`src/rtl/apb_cmd_sequencer_if.sv`:
```
// Command, APB-master and response signals of apb_cmd_sequencer.
// master: the sequencer's view; slave: the surrounding command source, APB master top and response sink.
interface apb_cmd_sequencer_if #(
    parameter int DEPTH  = 4,
    parameter int DATA_W = 32
);
    localparam int CNT_W = $clog2(DEPTH + 1);

    logic              cmd_valid_i;
    logic              cmd_ready_o;
    logic              cmd_write_i;
    logic [DATA_W-1:0] cmd_wdata_i;
    logic [1:0]        add_o;
    logic [DATA_W-1:0] wdata_o;
    logic              ready_i;
    logic [DATA_W-1:0] rdata_i;
    logic              rsp_valid_o;
    logic              rsp_write_o;
    logic [DATA_W-1:0] rsp_data_o;
    logic              rsp_err_o;
    logic [CNT_W-1:0]  count_o;
    logic              busy_o;

    modport master (
        input  cmd_valid_i, cmd_write_i, cmd_wdata_i, ready_i, rdata_i,
        output cmd_ready_o, add_o, wdata_o, rsp_valid_o, rsp_write_o,
               rsp_data_o, rsp_err_o, count_o, busy_o
    );

    modport slave (
        output cmd_valid_i, cmd_write_i, cmd_wdata_i, ready_i, rdata_i,
        input  cmd_ready_o, add_o, wdata_o, rsp_valid_o, rsp_write_o,
               rsp_data_o, rsp_err_o, count_o, busy_o
    );
endinterface

```
`src/rtl/apb_cmd_sequencer.sv`:
```
// Command FIFO plus IDLE/ISSUE/WAIT/CAPTURE sequencer feeding the APB add-master one command at a time.
// Optional WAIT-state timeout abort is built only when APB_SEQ_TIMEOUT_EN is defined.
module apb_cmd_sequencer #(
    parameter int DEPTH   = 4,
    parameter int DATA_W  = 32,
    parameter int TIMEOUT = 16
) (
    input  logic                pclk,
    input  logic                preset_n,
    apb_cmd_sequencer_if.master bus
);
    localparam int CNT_W = $clog2(DEPTH + 1);
    localparam int PTR_W = $clog2(DEPTH);

    if (DEPTH < 2 || (DEPTH & (DEPTH - 1)) != 0 || DATA_W != 32 || TIMEOUT < 1) begin : g_param_check
        $error("apb_cmd_sequencer: unsupported DEPTH/DATA_W/TIMEOUT");
    end

    typedef enum logic [1:0] {IDLE, ISSUE, WAIT, CAPTURE} state_t;

    state_t            state_reg;
    logic              ready_en_reg;
    logic [PTR_W-1:0]  wr_ptr_reg;
    logic [PTR_W-1:0]  rd_ptr_reg;
    logic [CNT_W-1:0]  count_reg;
    logic [1:0]        add_reg;
    logic              rsp_valid_reg;
    logic              rsp_write_reg;
    logic [DATA_W-1:0] rsp_data_reg;
    logic              rsp_err_reg;
    logic              busy_reg;

    logic [DATA_W-1:0] data_mem [DEPTH];
    logic              write_mem [DEPTH];

    logic              cmd_ready;
    logic              push;
    logic              pop;
    logic              head_write;
    logic [DATA_W-1:0] head_data;
    logic              timeout_hit;

    // ready_en_reg keeps cmd_ready low through reset and for the edge that releases it.
    assign cmd_ready  = ready_en_reg && (count_reg != CNT_W'(DEPTH));
    assign push       = bus.cmd_valid_i && cmd_ready;
    assign head_write = write_mem[rd_ptr_reg];
    assign head_data  = data_mem[rd_ptr_reg];
    assign pop        = (state_reg == CAPTURE) ||
                        ((state_reg == WAIT) && ((bus.ready_i && head_write) || timeout_hit));

    always_ff @(posedge pclk) begin
        if (push) begin
            data_mem[wr_ptr_reg]  <= bus.cmd_wdata_i;
            write_mem[wr_ptr_reg] <= bus.cmd_write_i;
        end
    end

`ifdef APB_SEQ_TIMEOUT_EN
    localparam int TMO_W = $clog2(TIMEOUT + 1);
    logic [TMO_W-1:0] tmo_cnt_reg;

    always_ff @(posedge pclk or negedge preset_n) begin
        if (!preset_n) begin
            tmo_cnt_reg <= '0;
        end else if (state_reg != WAIT || bus.ready_i) begin
            tmo_cnt_reg <= '0;
        end else begin
            tmo_cnt_reg <= tmo_cnt_reg + TMO_W'(1);
        end
    end

    assign timeout_hit = (state_reg == WAIT) && !bus.ready_i && (tmo_cnt_reg == TMO_W'(TIMEOUT - 1));
`else
    assign timeout_hit = 1'b0;
`endif

    always_ff @(posedge pclk or negedge preset_n) begin
        if (!preset_n) begin
            state_reg     <= IDLE;
            ready_en_reg  <= 1'b0;
            wr_ptr_reg    <= '0;
            rd_ptr_reg    <= '0;
            count_reg     <= '0;
            add_reg       <= 2'b00;
            rsp_valid_reg <= 1'b0;
            rsp_write_reg <= 1'b0;
            rsp_data_reg  <= '0;
            rsp_err_reg   <= 1'b0;
            busy_reg      <= 1'b0;
        end else begin
            ready_en_reg  <= 1'b1;
            add_reg       <= 2'b00;
            rsp_valid_reg <= 1'b0;
            if (push) wr_ptr_reg <= wr_ptr_reg + PTR_W'(1);
            if (pop)  rd_ptr_reg <= rd_ptr_reg + PTR_W'(1);
            count_reg <= count_reg + CNT_W'(push) - CNT_W'(pop);

            unique case (state_reg)
                IDLE: begin
                    if (count_reg != '0) begin
                        state_reg <= ISSUE;
                        add_reg   <= {head_write, 1'b1};
                        busy_reg  <= 1'b1;
                    end
                end
                ISSUE: state_reg <= WAIT;
                WAIT: begin
                    if (bus.ready_i) begin
                        if (head_write) begin
                            state_reg     <= IDLE;
                            busy_reg      <= 1'b0;
                            rsp_valid_reg <= 1'b1;
                            rsp_write_reg <= 1'b1;
                            rsp_err_reg   <= 1'b0;
                        end else begin
                            state_reg <= CAPTURE;
                        end
                    end else if (timeout_hit) begin
                        // Abort: response carries the error flag, read data is left as it was.
                        state_reg     <= IDLE;
                        busy_reg      <= 1'b0;
                        rsp_valid_reg <= 1'b1;
                        rsp_write_reg <= head_write;
                        rsp_err_reg   <= 1'b1;
                    end
                end
                CAPTURE: begin
                    state_reg     <= IDLE;
                    busy_reg      <= 1'b0;
                    rsp_valid_reg <= 1'b1;
                    rsp_write_reg <= 1'b0;
                    rsp_err_reg   <= 1'b0;
                    rsp_data_reg  <= bus.rdata_i;
                end
                default: state_reg <= IDLE;
            endcase
        end
    end

    assign bus.cmd_ready_o = cmd_ready;
    assign bus.add_o       = add_reg;
    assign bus.wdata_o     = (count_reg != '0) ? head_data : '0;
    assign bus.rsp_valid_o = rsp_valid_reg;
    assign bus.rsp_write_o = rsp_write_reg;
    assign bus.rsp_data_o  = rsp_data_reg;
    assign bus.rsp_err_o   = rsp_err_reg;
    assign bus.count_o     = count_reg;
    assign bus.busy_o      = busy_reg;
endmodule
```
`src/flat_wrapper.sv`:
```
// flat-port wrapper written by rule: the top's interface ports become plain ports
module apb_cmd_sequencer_flat 
#(
    parameter int DEPTH   = 4,
    parameter int DATA_W  = 32,
    parameter int TIMEOUT = 16
)
  (pclk, preset_n, bus_cmd_valid_i, bus_cmd_write_i, bus_cmd_wdata_i, bus_ready_i, bus_rdata_i, bus_cmd_ready_o, bus_add_o, bus_wdata_o, bus_rsp_valid_o, bus_rsp_write_o, bus_rsp_data_o, bus_rsp_err_o, bus_count_o, bus_busy_o);
  apb_cmd_sequencer_if #(.DEPTH(DEPTH), .DATA_W(DATA_W)) bus_i ();
  input  logic pclk;
  input  logic preset_n;
  input wire logic [$bits(bus_i.cmd_valid_i)-1:0] bus_cmd_valid_i;
  input wire logic [$bits(bus_i.cmd_write_i)-1:0] bus_cmd_write_i;
  input wire logic [$bits(bus_i.cmd_wdata_i)-1:0] bus_cmd_wdata_i;
  input wire logic [$bits(bus_i.ready_i)-1:0] bus_ready_i;
  input wire logic [$bits(bus_i.rdata_i)-1:0] bus_rdata_i;
  output wire logic [$bits(bus_i.cmd_ready_o)-1:0] bus_cmd_ready_o;
  output wire logic [$bits(bus_i.add_o)-1:0] bus_add_o;
  output wire logic [$bits(bus_i.wdata_o)-1:0] bus_wdata_o;
  output wire logic [$bits(bus_i.rsp_valid_o)-1:0] bus_rsp_valid_o;
  output wire logic [$bits(bus_i.rsp_write_o)-1:0] bus_rsp_write_o;
  output wire logic [$bits(bus_i.rsp_data_o)-1:0] bus_rsp_data_o;
  output wire logic [$bits(bus_i.rsp_err_o)-1:0] bus_rsp_err_o;
  output wire logic [$bits(bus_i.count_o)-1:0] bus_count_o;
  output wire logic [$bits(bus_i.busy_o)-1:0] bus_busy_o;
  assign bus_i.cmd_valid_i = bus_cmd_valid_i;
  assign bus_i.cmd_write_i = bus_cmd_write_i;
  assign bus_i.cmd_wdata_i = bus_cmd_wdata_i;
  assign bus_i.ready_i = bus_ready_i;
  assign bus_i.rdata_i = bus_rdata_i;
  assign bus_cmd_ready_o = bus_i.cmd_ready_o;
  assign bus_add_o = bus_i.add_o;
  assign bus_wdata_o = bus_i.wdata_o;
  assign bus_rsp_valid_o = bus_i.rsp_valid_o;
  assign bus_rsp_write_o = bus_i.rsp_write_o;
  assign bus_rsp_data_o = bus_i.rsp_data_o;
  assign bus_rsp_err_o = bus_i.rsp_err_o;
  assign bus_count_o = bus_i.count_o;
  assign bus_busy_o = bus_i.busy_o;
  apb_cmd_sequencer #(.DEPTH(DEPTH), .DATA_W(DATA_W), .TIMEOUT(TIMEOUT)) u_core (.pclk(pclk), .preset_n(preset_n), .bus(bus_i));
endmodule
```
`config.mk`:
```
export PLATFORM = sky130hd
export DESIGN_NAME = apb_cmd_sequencer_flat
export DESIGN_NICKNAME = d
export VERILOG_FILES = /design/src/rtl/apb_cmd_sequencer_if.sv /design/src/rtl/apb_cmd_sequencer.sv /design/src/flat_wrapper.sv
export SDC_FILE = /design/constraint.sdc
export NUM_CORES = 1
export LEC_CHECK = 0
export ABC_CLOCK_PERIOD_IN_PS = 3600
export BUFFER_PORTS_ARGS = -buffer_cell sky130_fd_sc_hd__clkbuf_2
export CAP_MARGIN = 20
export CORE_MARGIN = 2
export CORE_UTILIZATION = 30
export DETAILED_ROUTE_END_ITERATION = 8
export PLACE_DENSITY = 0.52
export REMOVE_ABC_BUFFERS = 1
export SLEW_MARGIN = 20
export SYNTH_ARGS = -nofsm -noshare
export SYNTH_HDL_FRONTEND = slang
export SYNTH_SLANG_ARGS = --single-unit
```
`constraint.sdc`:
```
create_clock -name pclk -period 3.6 [get_ports pclk]
set_input_delay 0.72 -clock pclk [delete_from_list [all_inputs] [get_ports pclk]]
set_output_delay 0.72 -clock pclk [all_outputs]
set_load 0.01 [all_outputs]
```
* Word-level counts from Yosys, hierarchy flattened
Memories as Yosys holds them, arrays and structs flattened.
Cells that the tools add are included.
** Cells by class
- Equality and inequality tests :: 7
- Reduce and logical (&&, ||, !) cells :: 12
- Muxes and demuxes :: 20
- Add/sub/neg operators :: 4
** Operator list (number)
- two-way mux 32 bit :: 1
- two-way mux 2 bit :: 5
- two-way mux 1 bit :: 9
- case mux 2 bit (4 select lines) :: 1
- case mux 1 bit (2 select lines) :: 3
- nonzero test 3 bit :: 2
- adder 2 x 1 -> 2 bit (second input constant) :: 2
- == test 2 bit (second input constant) :: 2
- logical AND 1 bit :: 4
- != test 2 x 1 -> 1 bit (second input constant) :: 2
- AND reduction 4 bit :: 1
- adder 3 x 1 -> 3 bit :: 1
- != test 3 bit (second input constant) :: 1
- case mux 1 bit (3 select lines) :: 1
- AND reduction 3 bit :: 1
- subtractor 3 x 1 -> 3 bit :: 1
- == test 2 x 1 -> 1 bit (second input constant) :: 1
- zero test 2 bit :: 1
- != test 2 bit (second input constant) :: 1
- AND reduction 2 bit :: 1
- nonzero test 2 bit :: 1
- logical OR 1 bit :: 1
** Storage, ports and cells
- Bits in registers :: 48
- RAM bits :: 132
- Logic and storage cells :: 56
- Bits of input ports :: 69
- Memories kept :: 2
- Output and inout bits :: 74
** Memory list
- u_core.data_mem :: words 4, bits a word 32, read ports 1, clocked after memory_dff 0, wr ports 1, line apb_cmd_sequencer.sv:33 : logic [DATA_W-1:0] data_mem [DEPTH];
- u_core.write_mem :: words 4, bits a word 1, read ports 1, clocked after memory_dff 0, wr ports 1, line apb_cmd_sequencer.sv:34 : logic write_mem [DEPTH];

* Depth between registers and ports, before layout
Gate-level depths: netlist (run 1).
- Word-level depth :: 5
- Mapped depth :: 11
- Gate-level depth less buffers :: 10

* Worst setup path after synthesis (run 1)
No wires, ideal clock.
- Kind :: reg2reg
- Start :: register u_core.rd_ptr_reg[0]
- End :: register u_core.count_reg[2] (netlist: u_core.bus.count_o[2])
- Stages on the path, launching flop included :: 12
- Library setup time :: 0.130 ns
- Buffers on the path :: 1
- Arrival :: 2.476 ns
- Data required time :: 3.470 ns
- Clock period less this slack :: 2.607 ns
- Slack :: 0.993 ns
- Path through :: dfrtp_1 > buf_6 > mux4_2 > and3_4 > or2_1 > ha_1 > inv_1 > ha_1 > inv_1 > fa_1 > xnor2_1 > xnor2_1
** On the way
- Word-level cells in the longest chain between the ends :: 5
** Ends and longest elaborated chain
- from (decl) :: line apb_cmd_sequencer.sv:24 : logic [PTR_W-1:0] rd_ptr_reg;
- from (signal assigned) :: line apb_cmd_sequencer.sv:95 : if (pop) rd_ptr_reg <= rd_ptr_reg + PTR_W'(1);
- memory read (4 x 1 bit)
- logical AND 1 bit (2 in series) :: line apb_cmd_sequencer.sv:49 : ((state_reg == WAIT) && ((bus.ready_i && head_write) || timeout_hit));
- logical OR 1 bit :: line apb_cmd_sequencer.sv:48 : assign pop = (state_reg == CAPTURE) ||
- subtractor 3 x 1 -> 3 bit :: line apb_cmd_sequencer.sv:96 : count_reg <= count_reg + CNT_W'(push) - CNT_W'(pop);
- to (signal assigned) :: line apb_cmd_sequencer.sv:96
- to (decl) :: line apb_cmd_sequencer.sv:25 : logic [CNT_W-1:0] count_reg;
No other way between the ends.
A chain may end at the register's enable or synchronous reset.

* Worst setup path in the final report (run 1)
- Start :: register u_core.rd_ptr_reg[0]
- End :: output port bus_wdata_o[26]
** On the way
- Word-level cells in the longest chain between the ends :: 2
** Ends and longest elaborated chain
- memory read (4 x 32 bit)
- two-way mux 32 bit :: line apb_cmd_sequencer.sv:142 : assign bus.wdata_o = (count_reg != '0) ? head_data : '0;
- to (decl) :: line flat_wrapper.sv:19 : output wire logic [$bits(bus_i.wdata_o)-1:0] bus_wdata_o;
No other way between the ends.

==> flow_metrics.py, run 1 <==
metrics = {
    "cells_and_area": {
        "post-route-util_pct": 37.9,
        "diodes": 0,
        "largest_register": "u_core.data_mem",
        "fin_nets": 641,
        "drive_gt1_share_pct": 38.8,
        "seqCellArea_sq_um": 5140,
        "nFillCells": 2186,
        "area_delta_synth_final_pct": 23.7,
        "multi_input_area_sq_um": 1700,
        "largest_reg_flops": 128,
    },
    "sta": {
        "post-route-period-util_pct": 84.7,
        "fin_crit_ps": 3050,
        "finClkSkew_ps": 11.3,
        "maxSlewHeadroom_pct": 52.6,
        "timing.final.ws_setup_ps": 551,
        "timing_hold_violations_final": 0,
        "drv_slew": 0,
        "tightest_slew_ps": 711,
        "setup_viol": 0,
        "rsz0062_at_grt": "false",
        "fmax_mhz": 328,
    },
    "status": {
        "status": "completed",
    },
    "clock_network": {
        "clk_latency_ps": 430,
        "hold_buffers": 0,
        "root_buffer": "clkbuf_16",
        "path_clk_slew_ps": 70,
        "tritoncts.num_buffers": 17,
        "clockBufferDepth": 2,
        "post_cts_resized": 0,
        "htreeDepth": 4,
        "cts_tree": "done",
        "postCtsSetupBuffers": 0,
        "cts.sinks": 179,
    },
    "worst_setup_path": {
        "crit_fanout": 36,
        "start_kind": "flip-flop",
        "worstSetupPathType": "reg -> out",
        "worstPathRequired_ps": 2880,
        "crit_arrival_ps": 2330,
        "end_kind": "output port",
    },
    "global_routing": {
        "grt_pass1_vias": 4077,
        "grt_remaining_overflow": 0,
        "met3_usage_pct": 5.12,
        "grt.total_usage_pct": 12.4,
        "met2_usage_pct": 19.9,
        "antenna_found_initial": 1,
        "grtUsageMet1_pct": 15.4,
        "busiest_layer": "met2",
        "grt_pass1_wl_mm": 22.7,
        "grt_max_degree": 48,
    },
    "pwr": {
        "leakagePower_nw": 3.51,
        "peakVddDrop_mv": 0.416,
        "p_total_w": 0.00705,
        "p_per_area_nw_per_um2": 820,
    },
    "drt": {
        "vias": 3878,
        "drtIter0Drc": 189,
        "remaining_drc_errors": 0,
        "antenna_violating_nets_post_route": 0,
        "dr.pass1.iters": 4,
        "drt-total-wl_mm": 14.4,
        "wl_per_cell_um": 16.7,
        "vias_per_cell": 4.49,
    },
    "placement": {
        "preCtsSetupSlack_ps": 928,
        "routabilityCongestion": 0.717,
        "io_buffer_count": 141,
        "dp_hpwl_mm": 9.35,
    },
    "floorplan": {
        "start_util_pct": 30.6,
        "fp.coreArea_sq_um": 22700,
        "die_h_um": 156,
        "dieArea_sq_um": 24400,
        "die-width_um": 156,
        "ios": 143,
        "rows": 55,
    },
    "yosys": {
        "yosys_warnings": 0,
        "synth_area_sq_um": 6960,
        "ys_seq_elements": 179,
        "ys_types": 35,
        "synth_area_per_cell_sq_um": 16.8,
        "syn_inst": 414,
        "yosysSeqAreaShare_pct": 73.9,
    },
    "flow_run": {
        "drv_cap": 0,
    },
    "worst_hold_path": {
        "hp-class": "in -> async",
    },
}
## per-stage QoR
step | cell area, sq um | hold WS, ps | TNS (ps) | cells
final | 8610 | 342 | 0 | 863
after global routing | 8610 | 385 | 0 | 863
after CTS | 8600 | 355 | 0 | 863
after detailed placement | 8020 | 463 | 0 | 831
after global placement | 8020 | 457 | 0 | 831
after floorplan | 6860 | 424 | -137 | 394
## layout by cell type (no fill, tap or decap), types with 4 or more instances in the layout
cell       Yosys  final
edfxtp_1     132    132
dfrtp_1       47     45
and2_2         0      4
mux4_2        30     30
buf_4          3     11
clkbuf_2       0    140
inv_6          0      4
ha_1           6      6
inv_8          0      5
clkbuf_16      0     17
inv_1          8      8
nor2b_1       18     18
nand2_1       99     98
and2b_1       14     14
## cell usage after synthesis
master,n,area [sq um]
o311a_1,1,10.0
mux2i_1,1,10.0
and2b_1,14,105
nand3_1,1,5.00
buf_1,3,11.3
ha_1,6,75.1
nor2_1,2,7.51
buf_6,1,11.3
o31a_1,1,8.76
nor3_1,3,15.0
a31oi_1,1,6.26
and2_1,6,37.5
buf_4,3,22.5
edfxtp_1,132,3960
buf_2,5,25.0
inv_1,8,30.0
a21oi_1,1,5.00
or2_1,2,12.5
mux2_2,2,22.5
clkbuf_1,8,30.0
nand2_1,99,372
conb_1,2,7.51
o21ai_0,3,15.0
mux4_1,3,78.8
o21a_1,1,7.51
mux4_2,30,676
and3_4,1,11.3
nor2b_1,18,113
fa_1,1,20.0
and3b_1,1,8.76
xnor2_1,3,26.3
o22a_1,2,17.5
a21boi_0,1,7.51
dfrtp_1,47,1180
a311oi_1,1,8.76
## worst paths after layout
| check | from | end | slack, ps | cells past startpoint |
|---|---|---|---|---|
| worst max-delay path | u_core.rd_ptr_reg[0] | bus_wdata_o[26] | 550 | 4 |
| worst min-delay path | preset_n | u_core.bus.rsp_data_o[22] | 340 | 1 |
| worst max register to register | u_core.write_mem[3] | u_core.bus.count_o[2] | 960 | 10 |
| worst min register to register | u_core.bus.rsp_data_o[13] | u_core.bus.rsp_data_o[13] | 470 | 2 |
| max in group asynchronous | preset_n | u_core.rd_ptr_reg[1] | 2790 | 1 |
| min in group pclk | u_core.bus.rsp_data_o[13] | u_core.bus.rsp_data_o[13] | 470 | 2 |
## worst max-delay path, cell delays in order (launching register included)
cell	delay (ps)
dfrtp_2	370
buf_4	580
mux4_1	640
and2b_1	180
clkbuf_2	130
## routing by layer
metal / vias up / wire length [um]
met5: - / 12
met4: 2 / 185
met3: 18 / 1220
met2: 130 / 6790
met1: 1924 / 6240
li1: 1804 / -
## power by group
group          internal (W)  switching [W]  total, W
Clock              0.000989       0.000828   0.00182
Combinational       0.00107        0.00131   0.00238
Sequential          0.00265       0.000205   0.00286
Total               0.00471        0.00234   0.00705
## layout make-up
cell class                      count  area share, %
Clock buffer                       18           4.99
Clock inverter                     14           1.80
Inverter                            8          0.349
Multi-Input combinational cell    207           19.8
Sequential cell                   179           59.8
Tap cell                          285           4.14
Timing Repair Buffer              152           9.19
## cells by family (layout without fill, tap and decap cells)
family / count (synthesis) / after routing / share of synthesized area, %
simple gates: 147 / 147 / 9.87
mux: 36 / 36 / 11.3
flops: 179 / 179 / 73.9
compound gates: 12 / 12 / 1.24
buf+inv: 28 / 192 / 1.87
xor+xnor: 3 / 3 / 0.378
other cells: 2 / 2 / 0.108
fa+ha+maj: 7 / 7 / 1.37
No activity file was read; power rests on OpenSTA's default activity.
==> run 2, diff against run 1 <==
--- a/config.mk
+++ b/config.mk
@@ -5,13 +5,14 @@
 export SDC_FILE = /design/constraint.sdc
 export NUM_CORES = 1
 export LEC_CHECK = 0
-export ABC_CLOCK_PERIOD_IN_PS = 3600
+export ABC_AREA = 1
+export ABC_CLOCK_PERIOD_IN_PS = 2800
 export BUFFER_PORTS_ARGS = -buffer_cell sky130_fd_sc_hd__clkbuf_2
 export CAP_MARGIN = 20
 export CORE_MARGIN = 2
 export CORE_UTILIZATION = 30
 export DETAILED_ROUTE_END_ITERATION = 8
-export PLACE_DENSITY = 0.52
+export PLACE_DENSITY = 0.53
 export REMOVE_ABC_BUFFERS = 1
 export SLEW_MARGIN = 20
 export SYNTH_ARGS = -nofsm -noshare
==> constraint.sdc (replaced) <==
create_clock -name pclk -period 2.8 [get_ports pclk]
set_input_delay 0.56 -clock pclk [delete_from_list [all_inputs] [get_ports pclk]]
set_output_delay 0.56 -clock pclk [all_outputs]
set_load 0.01 [all_outputs]
==> run 2 against run 1 <==
Against the previous run: register-to-register slack got worse by 500 ps; sequential power rose by 28%; worst setup slack got worse by 360 ps; power rose by 34%; routed wire length rose by 11%; clock-buffer cell count rose by 3; combinational power rose by 46%; sequential share of layout area fell by 1.4 points; critical path depth rose by 1; clock power rose by 28%; cell count rose by 25%.
==> flow_metrics.py, run 2 <==
metrics = {
    "status": {
        "status": "completed",
    },
    "placement": {
        "dpl_cell_area_sq_um": 8230,
        "routabilityCongestion": 0.735,
        "io_buffer_count": 141,
        "dp_hpwl_mm": 9.58,
    },
    "pwr": {
        "peakVddDrop_mv": 0.430,
        "p_int_w": 0.00598,
        "leakagePower_nw": 3.65,
        "p_per_area_nw_per_um2": 1080,
        "p_comb_share_pct": 36.7,
        "p_sw_w": 0.00350,
        "p_seq_share_pct": 38.7,
        "clkPwrFrac_pct": 24.6,
        "netSwitchingFraction_pct": 36.9,
    },
    "yosys": {
        "synth_top_area_cell": "edfxtp_1",
        "synth_common_cells": "nor2_1, edfxtp_1, nand2_1, dfrtp_1, o21ai_0",
        "synthMuxAreaShare_pct": 0,
        "syn_inst": 609,
        "ys.flop_type": "edfxtp_1",
        "synth_area_per_cell_sq_um": 11.7,
        "synth_xor_area_share_pct": 0.490,
        "ys_seq_elements": 179,
        "synth_top_family_by_area": "simple AND/OR/NAND/NOR gates",
        "synth_top_cell_area_share_pct": 55.4,
        "yosysSeqAreaShare_pct": 71.9,
        "synth_area_sq_um": 7150,
        "yosys_warnings": 0,
        "ys_types": 30,
        "synth-adder-area-share_pct": 1.33,
        "synth_most_common_cell": "nor2_1",
        "async_flop_share_pct": 26.3,
        "synthSimpleGateAreaFrac_pct": 14.7,
        "synth-edff-count": 132,
        "synth_compound_area_share_pct": 7.33,
        "synth_area_leaders": "edfxtp_1, dfrtp_1, nor2_1",
    },
    "floorplan": {
        "die-width_um": 158,
        "ios": 143,
        "start_util_pct": 30.5,
        "die_h_um": 158,
        "fp.coreArea_sq_um": 23500,
        "dieArea_sq_um": 25100,
        "rows": 56,
    },
    "drt": {
        "vias_per_cell": 4.32,
        "drt-total-wl_mm": 16.0,
        "vias": 4673,
        "antenna_violating_nets_post_route": 0,
        "wl_per_cell_um": 14.8,
        "drtIter0Drc": 238,
        "dr.pass1.iters": 4,
        "remaining_drc_errors": 0,
    },
    "cells_and_area": {
        "mostFrequentLayoutCell": "clkbuf_2",
        "largest_reg_flops": 128,
        "drive_gt1_share_pct": 26.5,
        "largest_register": "u_core.data_mem",
        "area_delta_synth_final_pct": 23.2,
        "fin_area_sq_um": 8810,
        "nFillCells": 2325,
        "final_cell_mix": "clkbuf_2, nor2_1, edfxtp_1, nand2_1, dfrtp_1",
        "diodes": 0,
        "fin_nets": 825,
    },
    "clock_network": {
        "clk_latency_ps": 420,
        "root_buffer": "clkbuf_16",
        "hold_buffers": 0,
        "htreeDepth": 4,
        "cts_tree": "done",
        "cts.sinks": 179,
        "postCtsSetupBuffers": 0,
        "post_cts_resized": 0,
        "tritoncts.num_buffers": 17,
        "path_clk_slew_ps": 70,
        "clockBufferDepth": 2,
    },
    "worst_setup_path": {
        "start_kind": "flip-flop",
        "crit_arrival_ps": 2050,
        "end_kind": "output port",
        "worstPathRequired_ps": 2240,
        "crit_fanout": 37,
        "r2r-end": "u_core.bus.count_o[2]",
        "worstSetupPathType": "reg -> out",
        "ff2ff_path_depth": 11,
        "ff2ff_setup_slack_ps": 460,
        "r2r_start": "u_core.rd_ptr_reg[0]",
    },
    "sta": {
        "drv_slew": 0,
        "fin_tns_setup_ps": 0,
        "fin_crit_ps": 2610,
        "rsz0062_at_grt": "false",
        "maxSlewHeadroom_pct": 64.0,
        "finClkSkew_ps": 7.34,
        "setup_viol": 0,
        "tightest_slew_ps": 538,
        "post-route-period-util_pct": 93.2,
        "fmax_mhz": 383,
        "timing_hold_violations_final": 0,
    },
    "global_routing": {
        "grt_max_degree": 69,
        "grt.total_usage_pct": 13.3,
        "grt_remaining_overflow": 0,
        "grt_pass1_vias": 4653,
        "antenna_found_initial": 0,
        "grt_pass1_wl_mm": 25.0,
    },
    "worst_hold_path": {
        "hp-class": "in -> async",
    },
    "flow_run": {
        "drv_cap": 0,
    },
}
[run 2: layer usage]
layer | vias to the layer above | global-route usage [%] | routed length, um | share of wire (%)
li1 | 2323 | - | - | -
met1 | 2188 | 16.7 | 7240 | 45
met2 | 146 | 21.3 | 7160 | 45
met3 | 16 | 4.57 | 1260 | 7.9
met4 | 0 | 5.06 | 348 | 2.2
met5 | - | 0 | 0 | 0
[run 2: power groups by stage]
stage          clock network (W)  registers, W  logic (W)
6_report                 0.00233       0.00367    0.00348
5_1_grt                  0.00250       0.00373    0.00399
4_1_cts                  0.00240       0.00367    0.00358
3_5_place_dp                   0       0.00371    0.00358
3_3_place_gp                   0       0.00371    0.00355
2_1_floorplan                  0       0.00395    0.00180
[run 2: worst max path at each step]
| stage | startpoint | endpoint | slack [ps] |
|---|---|---|---|
| CTS | u_core.rd_ptr_reg[0] | bus_wdata_o[16] | 120 |
| global placement | u_core.rd_ptr_reg[0] | u_core.bus.count_o[1] | 480 |
| finish | u_core.rd_ptr_reg[0] | bus_wdata_o[16] | 190 |
| floorplan | u_core.rd_ptr_reg[0] | u_core.bus.count_o[2] | -430 |
| detailed placement | u_core.rd_ptr_reg[0] | u_core.bus.count_o[2] | 440 |
| global route | u_core.rd_ptr_reg[1] | bus_wdata_o[2] | 20 |
[run 2: kinds of logic after synthesis]
group / Yosys count
buf+inv: 54
fa+ha+maj: 7
compound gates: 102
xor+xnor: 4
simple gates: 261
flops: 179
other cells: 2
[run 2: worst max-delay path: stages, from the launching register on]
cell and delay (ps):
dfrtp_2 450, inv_6 250, buf_4 390, o21ai_0 150, a21oi_1 200, clkbuf_2 160
[run 2: cell type report]
cell class / count / area (sq um) / area share, %
Timing Repair Buffer: 153 / 858 / 9.74
Clock inverter: 11 / 100 / 1.14
Inverter: 22 / 87.6 / 0.994
Clock buffer: 21 / 482 / 5.47
Sequential cell: 179 / 5140 / 58.4
Tap cell: 319 / 399 / 4.53
Multi-Input combinational cell: 376 / 1740 / 19.8
[run 2: stage by stage]
stage	setup slack, ps	hold slack [ps]	instances	utilization [%]	power, W
2_1_floorplan	-434	264	577	-	0.00575
3_3_place_gp	475	463	1049	35.0	0.00726
3_5_place_dp	441	465	1049	35.0	0.00728
4_1_cts	120	23.4	1081	37.5	0.00965
5_1_grt	17.5	45.1	1081	37.5	0.0102
6_report	189	30.9	1081	37.5	0.00948
